File: src/rtl/bram_tile_reader.sv
// rtl/bram_tile_reader.sv - tile-order read-out of a 16-line strip BRAM onto a valid/ready pixel stream
//
// Reads the strip written by Bram_interface (row-major, addr = row*IMG_WIDTH + col)
// and emits it tile by tile: tiles left to right, each tile in raster order.
// Reads are issued only when the output FIFO is guaranteed to have room for the
// data once it returns, so BRAM latency is absorbed under downstream backpressure.
//
// Ports:
//   iClk        clock
//   iRst        synchronous reset, active-low
//   iStart      1-cycle pulse: strip is ready in BRAM (ignored unless idle)
//   oRdEn       BRAM read enable
//   oRdAddr     BRAM read address
//   iRdData     BRAM read data, valid RD_LATENCY cycles after oRdEn
//   oData       stream pixel (FIFO head)
//   oValid      oData valid (FIFO not empty)
//   iReady      downstream accepts; a beat transfers on oValid & iReady
//   oBusy       high from the cycle after an accepted iStart through the oDone cycle
//   oDone       1-cycle pulse after the last beat has been accepted
//   oTileFirst  (BRAM_TILE_READER_MARKERS_EN only) beat is pixel (0,0) of a tile
//   oTileLast   (BRAM_TILE_READER_MARKERS_EN only) beat is the last pixel of a tile
//
// Build option: define BRAM_TILE_READER_MARKERS_EN to add the tile marker outputs.

module bram_tile_reader #(
  parameter int RAM_WIDTH   = 8,
  parameter int RAM_DEPTH   = 10240,
  parameter int RD_LATENCY  = 2,
  parameter int IMG_WIDTH   = 640,
  parameter int TILE_WIDTH  = 16,
  parameter int TILE_HEIGHT = 16,
  parameter int FIFO_DEPTH  = 4
) (
  input  logic                         iClk,
  input  logic                         iRst,
  input  logic                         iStart,
  output logic                         oRdEn,
  output logic [$clog2(RAM_DEPTH)-1:0] oRdAddr,
  input  logic [RAM_WIDTH-1:0]         iRdData,
  output logic [RAM_WIDTH-1:0]         oData,
  output logic                         oValid,
  input  logic                         iReady,
  output logic                         oBusy,
  output logic                         oDone
`ifdef BRAM_TILE_READER_MARKERS_EN
  ,
  output logic                         oTileFirst,
  output logic                         oTileLast
`endif
);

  localparam int ADDR_W    = $clog2(RAM_DEPTH);
  localparam int NUM_TILES = IMG_WIDTH / TILE_WIDTH;
  localparam int COL_W     = (TILE_WIDTH  > 1) ? $clog2(TILE_WIDTH)  : 1;
  localparam int ROW_W     = (TILE_HEIGHT > 1) ? $clog2(TILE_HEIGHT) : 1;
  localparam int TILE_W    = (NUM_TILES   > 1) ? $clog2(NUM_TILES)   : 1;
  localparam int PTR_W     = (FIFO_DEPTH  > 1) ? $clog2(FIFO_DEPTH)  : 1;
  localparam int CNT_W     = $clog2(FIFO_DEPTH + 1);

  localparam logic [COL_W-1:0]  COL_LAST  = COL_W'(TILE_WIDTH - 1);
  localparam logic [ROW_W-1:0]  ROW_LAST  = ROW_W'(TILE_HEIGHT - 1);
  localparam logic [TILE_W-1:0] TILE_LAST = TILE_W'(NUM_TILES - 1);
  // Jump from the last column of one tile row to the first column of the next row.
  localparam logic [ADDR_W-1:0] ROW_STEP  = ADDR_W'(IMG_WIDTH - TILE_WIDTH + 1);
  localparam logic [ADDR_W-1:0] TILE_STEP = ADDR_W'(TILE_WIDTH);
  localparam logic [CNT_W:0]    OCC_LIMIT = (CNT_W + 1)'(FIFO_DEPTH);
  localparam logic [CNT_W-1:0]  CNT_FULL  = CNT_W'(FIFO_DEPTH);

  typedef enum logic [1:0] {
    IDLE  = 2'd0,
    READ  = 2'd1,
    DRAIN = 2'd2,
    DONE  = 2'd3
  } state_t;

  state_t state;
  state_t stateNext;

  // Scan position and the matching address, kept incrementally.
  logic [COL_W-1:0]  col;
  logic [ROW_W-1:0]  row;
  logic [TILE_W-1:0] tile;
  logic [ADDR_W-1:0] addrReg;
  logic [ADDR_W-1:0] tileBase;

  // Output FIFO and read tracking.
  logic [RAM_WIDTH-1:0]  dataMem [FIFO_DEPTH];
  logic [PTR_W-1:0]      wrPtr;
  logic [PTR_W-1:0]      rdPtr;
  logic [CNT_W-1:0]      fifoCount;
  logic [CNT_W-1:0]      inflight;
  logic [RD_LATENCY-1:0] vldSr;
  logic [CNT_W:0]        occupancy;

  logic lastCol;
  logic lastRow;
  logic lastTile;
  logic lastAddr;
  logic issue;
  logic push;
  logic pop;

  always_comb begin
    lastCol   = (col == COL_LAST);
    lastRow   = (row == ROW_LAST);
    lastTile  = (tile == TILE_LAST);
    lastAddr  = lastCol && lastRow && lastTile;
    // Entries already in the FIFO plus reads still in the BRAM pipe: a new read is
    // issued only if its data is guaranteed a slot when it lands.
    occupancy = {1'b0, fifoCount} + {1'b0, inflight};
    issue     = (state == READ) && (occupancy < OCC_LIMIT);
    push      = vldSr[RD_LATENCY-1];
    pop       = (fifoCount != '0) && iReady;
  end

  // State register
  always_ff @(posedge iClk) begin
    if (!iRst) begin
      state <= IDLE;
    end else begin
      state <= stateNext;
    end
  end

  // Next state and outputs
  always_comb begin
    stateNext = state;
    oRdEn     = issue;
    oRdAddr   = addrReg;
    oBusy     = (state != IDLE);
    oDone     = (state == DONE);
    oValid    = (fifoCount != '0);
    oData     = dataMem[rdPtr];
    case (state)
      IDLE:    if (iStart) stateNext = READ;
      READ:    if (issue && lastAddr) stateNext = DRAIN;
      DRAIN:   if ((fifoCount == '0) && (inflight == '0)) stateNext = DONE;
      DONE:    stateNext = IDLE;
      default: stateNext = IDLE;
    endcase
  end

  // Tile-order address generator: no multiplier, the row and tile strides are
  // applied as additions when the column (and row) counters wrap.
  always_ff @(posedge iClk) begin
    if (!iRst) begin
      col      <= '0;
      row      <= '0;
      tile     <= '0;
      addrReg  <= '0;
      tileBase <= '0;
    end else if ((state == IDLE) && iStart) begin
      col      <= '0;
      row      <= '0;
      tile     <= '0;
      addrReg  <= '0;
      tileBase <= '0;
    end else if (issue) begin
      if (!lastCol) begin
        col     <= col + 1'b1;
        addrReg <= addrReg + 1'b1;
      end else begin
        col <= '0;
        if (!lastRow) begin
          row     <= row + 1'b1;
          addrReg <= addrReg + ROW_STEP;
        end else begin
          row      <= '0;
          tile     <= lastTile ? '0 : tile + 1'b1;
          tileBase <= tileBase + TILE_STEP;
          addrReg  <= tileBase + TILE_STEP;
        end
      end
    end
  end

  // One valid bit per BRAM pipeline stage; the bit leaving the last stage marks the
  // cycle in which iRdData belongs to an issued read. Clearing it on reset drops
  // any reads still in flight.
  always_ff @(posedge iClk) begin
    if (!iRst) begin
      vldSr <= '0;
    end else begin
      vldSr[0] <= issue;
      for (int i = 1; i < RD_LATENCY; i++) begin
        vldSr[i] <= vldSr[i-1];
      end
    end
  end

  // FIFO pointers, fill count and in-flight count
  always_ff @(posedge iClk) begin
    if (!iRst) begin
      wrPtr     <= '0;
      rdPtr     <= '0;
      fifoCount <= '0;
      inflight  <= '0;
    end else begin
      if (push) wrPtr <= wrPtr + 1'b1;
      if (pop)  rdPtr <= rdPtr + 1'b1;
      case ({push, pop})
        2'b10:   fifoCount <= fifoCount + 1'b1;
        2'b01:   fifoCount <= fifoCount - 1'b1;
        default: fifoCount <= fifoCount;
      endcase
      case ({issue, push})
        2'b10:   inflight <= inflight + 1'b1;
        2'b01:   inflight <= inflight - 1'b1;
        default: inflight <= inflight;
      endcase
    end
  end

  // FIFO storage; contents are don't-care until written, so no reset.
  // The head is never the write target while valid, so oData holds during stalls.
  always_ff @(posedge iClk) begin
    if (push) dataMem[wrPtr] <= iRdData;
  end

  // The issue rule bounds occupancy by FIFO_DEPTH, so a push into a full FIFO
  // can only mean the tracking logic is broken.
  always_ff @(posedge iClk) begin
    if (iRst && push) begin
      assert (fifoCount < CNT_FULL);
    end
  end

`ifdef BRAM_TILE_READER_MARKERS_EN
  // Tile markers are computed at issue time from the scan counters and ride the
  // BRAM pipe and the FIFO next to the pixel they describe.
  logic [1:0] markSr  [RD_LATENCY];
  logic [1:0] markMem [FIFO_DEPTH];

  always_ff @(posedge iClk) begin
    markSr[0] <= {(row == '0) && (col == '0), lastRow && lastCol};
    for (int i = 1; i < RD_LATENCY; i++) begin
      markSr[i] <= markSr[i-1];
    end
    if (push) markMem[wrPtr] <= markSr[RD_LATENCY-1];
  end

  always_comb begin
    oTileFirst = oValid && markMem[rdPtr][1];
    oTileLast  = oValid && markMem[rdPtr][0];
  end
`endif

endmodule

File: config.mk
export PLATFORM = sky130hd
export DESIGN_NAME = bram_tile_reader
export DESIGN_NICKNAME = d
export VERILOG_FILES = /design/src/rtl/bram_tile_reader.sv
export SDC_FILE = /design/constraint.sdc
export NUM_CORES = 1
export LEC_CHECK = 0
export ABC_AREA = 1
export CAP_MARGIN = 20
export CORE_ASPECT_RATIO = 0.8
export CORE_MARGIN = 2
export CORE_UTILIZATION = 45
export CTS_CLUSTER_DIAMETER = 30
export DETAILED_ROUTE_END_ITERATION = 16
export PLACE_DENSITY_LB_ADDON = 0.12
export SYNTH_ARGS = -nofsm -noshare
export SYNTH_HDL_FRONTEND = slang
export SYNTH_SLANG_ARGS = --single-unit
File: constraint.sdc
create_clock -name iClk -period 6.1 [get_ports iClk]
set_input_delay 1.22 -clock iClk [delete_from_list [all_inputs] [get_ports iClk]]
set_output_delay 1.22 -clock iClk [all_outputs]
set_load 0.05 [all_outputs]
# ---- Yosys cells after proc, flatten, opt, wreduce, memory -nomap -nowiden
# Memories as Yosys holds them, arrays and structs flattened. A register that Yosys moved wholly into a read port is not among the register bits.
# Index checks and enable logic that the tools add are counted.
dict set report classes {
  n_addsub 13
  order_cmp 1
  eq_ne 13
  n_mux 15
  bitwise_logic 1
  reduce_logical 18
}
# cell count
set ops {}
lappend ops {{14-bit two-way mux} 2}
lappend ops {{14-bit by 1-bit adder with 14-bit output, second input constant} 1}
lappend ops {{14-bit by 10-bit adder with 14-bit output, second input constant} 1}
lappend ops {{14-bit by 5-bit adder with 14-bit output, second input constant} 1}
lappend ops {{3-bit one-hot mux with 2 select lines} 2}
lappend ops {{2-bit two-way mux} 5}
lappend ops {{4-bit by 1-bit adder with 4-bit output, second input constant} 2}
lappend ops {{2-bit == test, second input constant} 4}
lappend ops {{4-bit == test, second input constant} 2}
lappend ops {{4-bit two-way mux} 2}
lappend ops {{2-bit one-hot mux with 4 select lines} 1}
lappend ops {{1-bit logical AND} 7}
lappend ops {{3-bit by 1-bit adder with 3-bit output, second input constant} 2}
lappend ops {{6-bit by 1-bit adder with 6-bit output, second input constant} 1}
lappend ops {{2-bit by 1-bit == test with 1-bit output, second input constant} 3}
lappend ops {{6-bit == test, second input constant} 1}
lappend ops {{3-bit logical NOT} 2}
lappend ops {{6-bit two-way mux} 1}
lappend ops {{3-bit AND reduction} 2}
lappend ops {{2-bit nonzero test} 3}
lappend ops {{3-bit by 1-bit subtractor with 3-bit output, second input constant} 2}
lappend ops {{2-bit by 1-bit adder with 2-bit output, second input constant} 2}
lappend ops {{3-bit by 3-bit adder with 4-bit output} 1}
lappend ops {{4-bit by 3-bit < comparator with 1-bit output, second input constant} 1}
lappend ops {{other kinds (8)} 10}
dict set report word_totals {
  regBits 56
  ramBits 32
  input_bits 12
  output_inout_bits 26
  elab_cells 73
  memories 1
}
# memory depth width rd rd_clocked_by_memory_dff wr line_no
set mem_list {}
lappend mem_list {dataMem 4 8 1 1 1 87} ;# logic [RAM_WIDTH-1:0] dataMem [FIFO_DEPTH];

# ---- Logic depth before layout (Yosys ltp)
dict set report depth {
  depth_word 6
  ltp_mapped 13
  depth_no_buf 12
}

# ---- Least setup slack after synthesis
# Ideal clock, no wire load.
dict set report synth_timing {
  path_type {reg2out}
  start {reg with a tool-made name}
  end {out oData[5]}
  arrival_time_ns 1.604
  required_time_ns 4.880
  setup_slack_ns 3.276
  stages_incl_launch_ff 5
  path_buffers 1
  cell_sequence {dfxtp_1 -> inv_1 -> clkbuf_1 -> o21ai_0 -> o22ai_1}
}
# item line_no
set synth_rtl {}
lappend synth_rtl {{end: declaration} 40} ;# output logic [RAM_WIDTH-1:0] oData,

# ---- Final worst setup path
dict set report layout_timing {
  start {reg fifoCount[2]}
  end {out oRdEn}
}
dict set report layout_between {
  elab_chain_len 3
}
# item line_no
set layout_rtl {}
lappend layout_rtl {{start: declaration} 90} ;# logic [CNT_W-1:0] fifoCount;
lappend layout_rtl {{start signal: assignment} 202} ;# 2'b10: fifoCount <= fifoCount + 1'b1;
lappend layout_rtl {{start signal: assignment} 203} ;# 2'b01: fifoCount <= fifoCount - 1'b1;
lappend layout_rtl {{start signal: assignment} 204} ;# default: fifoCount <= fifoCount;
lappend layout_rtl {{3-bit by 3-bit adder with 4-bit output} 110} ;# occupancy = {1'b0, fifoCount} + {1'b0, inflight};
lappend layout_rtl {{4-bit by 3-bit < comparator with 1-bit output} 111} ;# issue = (state == READ) && (occupancy < OCC_LIMIT);
lappend layout_rtl {{1-bit logical AND} 111}
lappend layout_rtl {{end: declaration} 37} ;# output logic oRdEn,
# No other way between the ends.

==> results by group <==
Place
  • Detail Placement HPWL: 7090 um
  • Area post-placement: 0.00502 mm^2
  • Port-buffer cells: 37
  • Gp weighted congestion: 0.831

Global routing
  • Number of global-route vias before repair: 3,537
  • Initial antenna violation count: 0
  • First-pass GRT wire length: 16,700 um
  • Largest net degree at the start of global routing: 22
  • All-Layer GR Usage: 19.7%
  • Overflow after GRT: 0

Clock tree
  • Post-cts resize count: 0
  • Worst-path clk slew: 0.06 ns
  • Clock root cell: clkbuf_16
  • CTS H-tree lvls: 3
  • Post-CTS Setup Inserts: 0
  • Maximum root-to-sink buffer count: 2
  • CTS Sinks: 86
  • CTS tree: yes
  • Worst skew pair latency: 0.34 ns
  • TritonCTS Buffers: 9
  • Hold buffers post-CTS: 0

Critical path
  • Startpoint types: flop
  • Setup slack, reg-to-reg: 3.44 ns
  • Reg2reg end: inflight[1]
  • CP top delay family: buffers and inverters
  • Crit path kind: reg -> out
  • Reg2reg start: fifoCount[2]
  • Slowest cell on the critical path: clkdlybuf4s50_1
  • CP arrival: 2.58 ns
  • Worst reg-to-reg path cell count: 11
  • WP data required: 4.88 ns
  • CP Capture Type: primary output
  • CP bufs+invs: 1
  • Crit path largest cell delay: 0.92 ns
  • Critical path peak fanout: 21
  • Cell Chain, Critical Path: ha_1, nor2_1, nand3_1, nor2_4, clkdlybuf4s50_1

Floorplan
  • Cell row count: 32
  • Die extent in x: 116 um
  • Ports: 38
  • Initial Util: 46.6%
  • Die area: 0.0109 mm^2
  • Core ar.: 0.00973 mm^2
  • Die height: 93.8 um

STA
  • Total negative slack: 0 ns
  • Final hold vios: 0
  • Final setup violation count: 0
  • Slew Viols, Final: 0
  • RSZ-0062 raised after global routing: no
  • Worst-margin pin slew: 0.845 ns
  • Slew margin rel.: 43.7%
  • Min Tclk post-route: 3.80 ns
  • Max Fclk: 0.263 GHz
  • Tcrit/Tclk final: 62.3%
  • Clock Skews: 0.00598 ns

Routing
  • Drt pass-1 iters: 5
  • Vias: 3,786
  • # DRC: 0
  • Via/cell ratio: 5.05
  • WL final: 10,000 um
  • Routed len/inst: 13.4 um
  • DRT antenna net count: 0
  • Initial DRC count: 223

Run status
  • Status: completed

Synth
  • Seq cells post-synth: 86
  • Compound-Gate Fraction of Synth Area: 13.5%
  • Post-Synth Simple-Gate Area: 25.5%
  • Post-synth cell types: 43
  • Syn Inst Count: 570
  • Multiplexer share of the synthesized area: 0%
  • Synthesized-area fraction occupied by adder cells: 5.85%
  • Sequential cell area fraction in the yosys report: 45.0%
  • Post-synthesis xor/xnor area fraction: 2.13%
  • Largest family of logic cells by synthesized area: simple AND/OR/NAND/NOR gates
  • Asr flop ratio synth: 0%
  • YS warnings: 0
  • Post-synth EDFFs: 32
  • Syn nets: 602
  • Post-synthesis average cell area: 7.95 um^2
  • Ys flop type: dfxtp_1
  • Post-Synthesis Cell Area: 0.00453 mm^2

Hold path
  • Hold Crit Depth: 2
  • Hold Crit Endpoint: vldSr[1]
  • Worst hold path type: reg -> reg
  • Hold_sp: vldSr[0]

Finish
  • Share of layout cells above drive strength 1: 6.85%
  • Fill cell count: 902
  • Final #Nets: 640
  • Area delta synth->final: 17.8%
  • Final instance area: 0.00534 mm^2
  • Diode count: 0
  • Most common cell after layout, fill and taps aside: nand2_1
  • Most frequent cells in the layout: 107 x nand2_1, 76 x inv_1, 60 x nor2_1

Job
  • Max_cap viols: 0

Power
  • Static Leak: 2.15 nW
  • Pwr Density: 376 mW/mm^2
  • Max IR drop VDD: 0.185 mV
==> metal layers <==
metal	up-vias	GRT usage [%]	share of wire, %
met3	13	4.71	4.5
li1	1960	-	-
met1	1721	26.3	50
met4	0	5.75	1.4
met2	92	31.9	44
met5	-	0	0
==> state kept, by name (all words and copies together) (netlist names), named ones only <==
register	count
oRdAddr	14
tile	6
col	4
row	4
state	2
fifoCount	3
wrPtr	2
inflight	3
tileBase	10
vldSr	2
dataMem	32
rdPtr	2
==> tightest hold or removal path: stages, from the launching register on <==
cell and delay, ns:
dfxtp_1 0.30, nand2_1 0.04, inv_1 0.04
==> report_power, final <==
group / switching [mW] / total [mW] / internal (mW)
clock: 0.231 / 0.593 / 0.362
sequential: 0.0657 / 0.718 / 0.652
combinational: 0.480 / 0.698 / 0.219
==> logic make-up after synthesis <==
logic type | after synthesis
buffers and inverters | 91
AND/OR/NAND/NOR | 250
flip-flops | 86
XOR/XNOR | 11
adder cells (fa/ha/maj) | 20
AO/OA/AOI/OAI | 112
==> worst max-delay path by stage <==
stage / endpoint / cells past startpoint / start
2_1_floorplan: oData[5] / 4 / flop
3_3_place_gp: row[3] / 7 / iRst
3_5_place_dp: row[3] / 7 / iRst
4_1_cts: oRdEn / 5 / fifoCount[2]
5_1_grt: tileBase[7] / 7 / iRst
6_report: oRdEn / 5 / fifoCount[2]
==> through the flow <==
stage                     utilization, %  power, mW  hold slack [ns]  std cells  setup slack [ns]
after global routing                54.9       2.13            0.433        749              2.03
after floorplan                        -       1.23            0.390        570              3.28
after CTS                           54.9       2.03            0.416        749              2.29
final                               54.9       2.01            0.411        749              2.30
after global placement              51.6       1.42            0.400        733              2.07
after detailed placement            51.6       1.43            0.401        733              1.92
==> cells in the mapped netlist, types with 4 or more instances <==
cell type	number	area, um^2
a21oi_1	37	185
clkbuf_1	5	18.8
dfxtp_1	54	1080
edfxtp_1	32	961
ha_1	18	225
inv_1	76	285
nand2_1	107	402
nand2_2	4	25.0
nand3_1	48	240
nand4_1	6	37.5
nor2_1	60	225
nor2_4	5	56.3
nor3_1	4	20.0
o21ai_0	51	255
o22ai_1	10	62.6
xor2_1	9	78.8
==> area by class of cell <==
cell class / instances / area, um^2 / share of cell area (%)
Clock buffer: 10 / 229 / 4.29
Multi-Input combinational cell: 393 / 2130 / 39.8
Inverter: 81 / 308 / 5.76
Tap cell: 136 / 170 / 3.19
Clock inverter: 6 / 93.8 / 1.76
Timing Repair Buffer: 37 / 370 / 6.93
Sequential cell: 86 / 2040 / 38.2
Note: power is estimated with default switching activity, not from simulation.
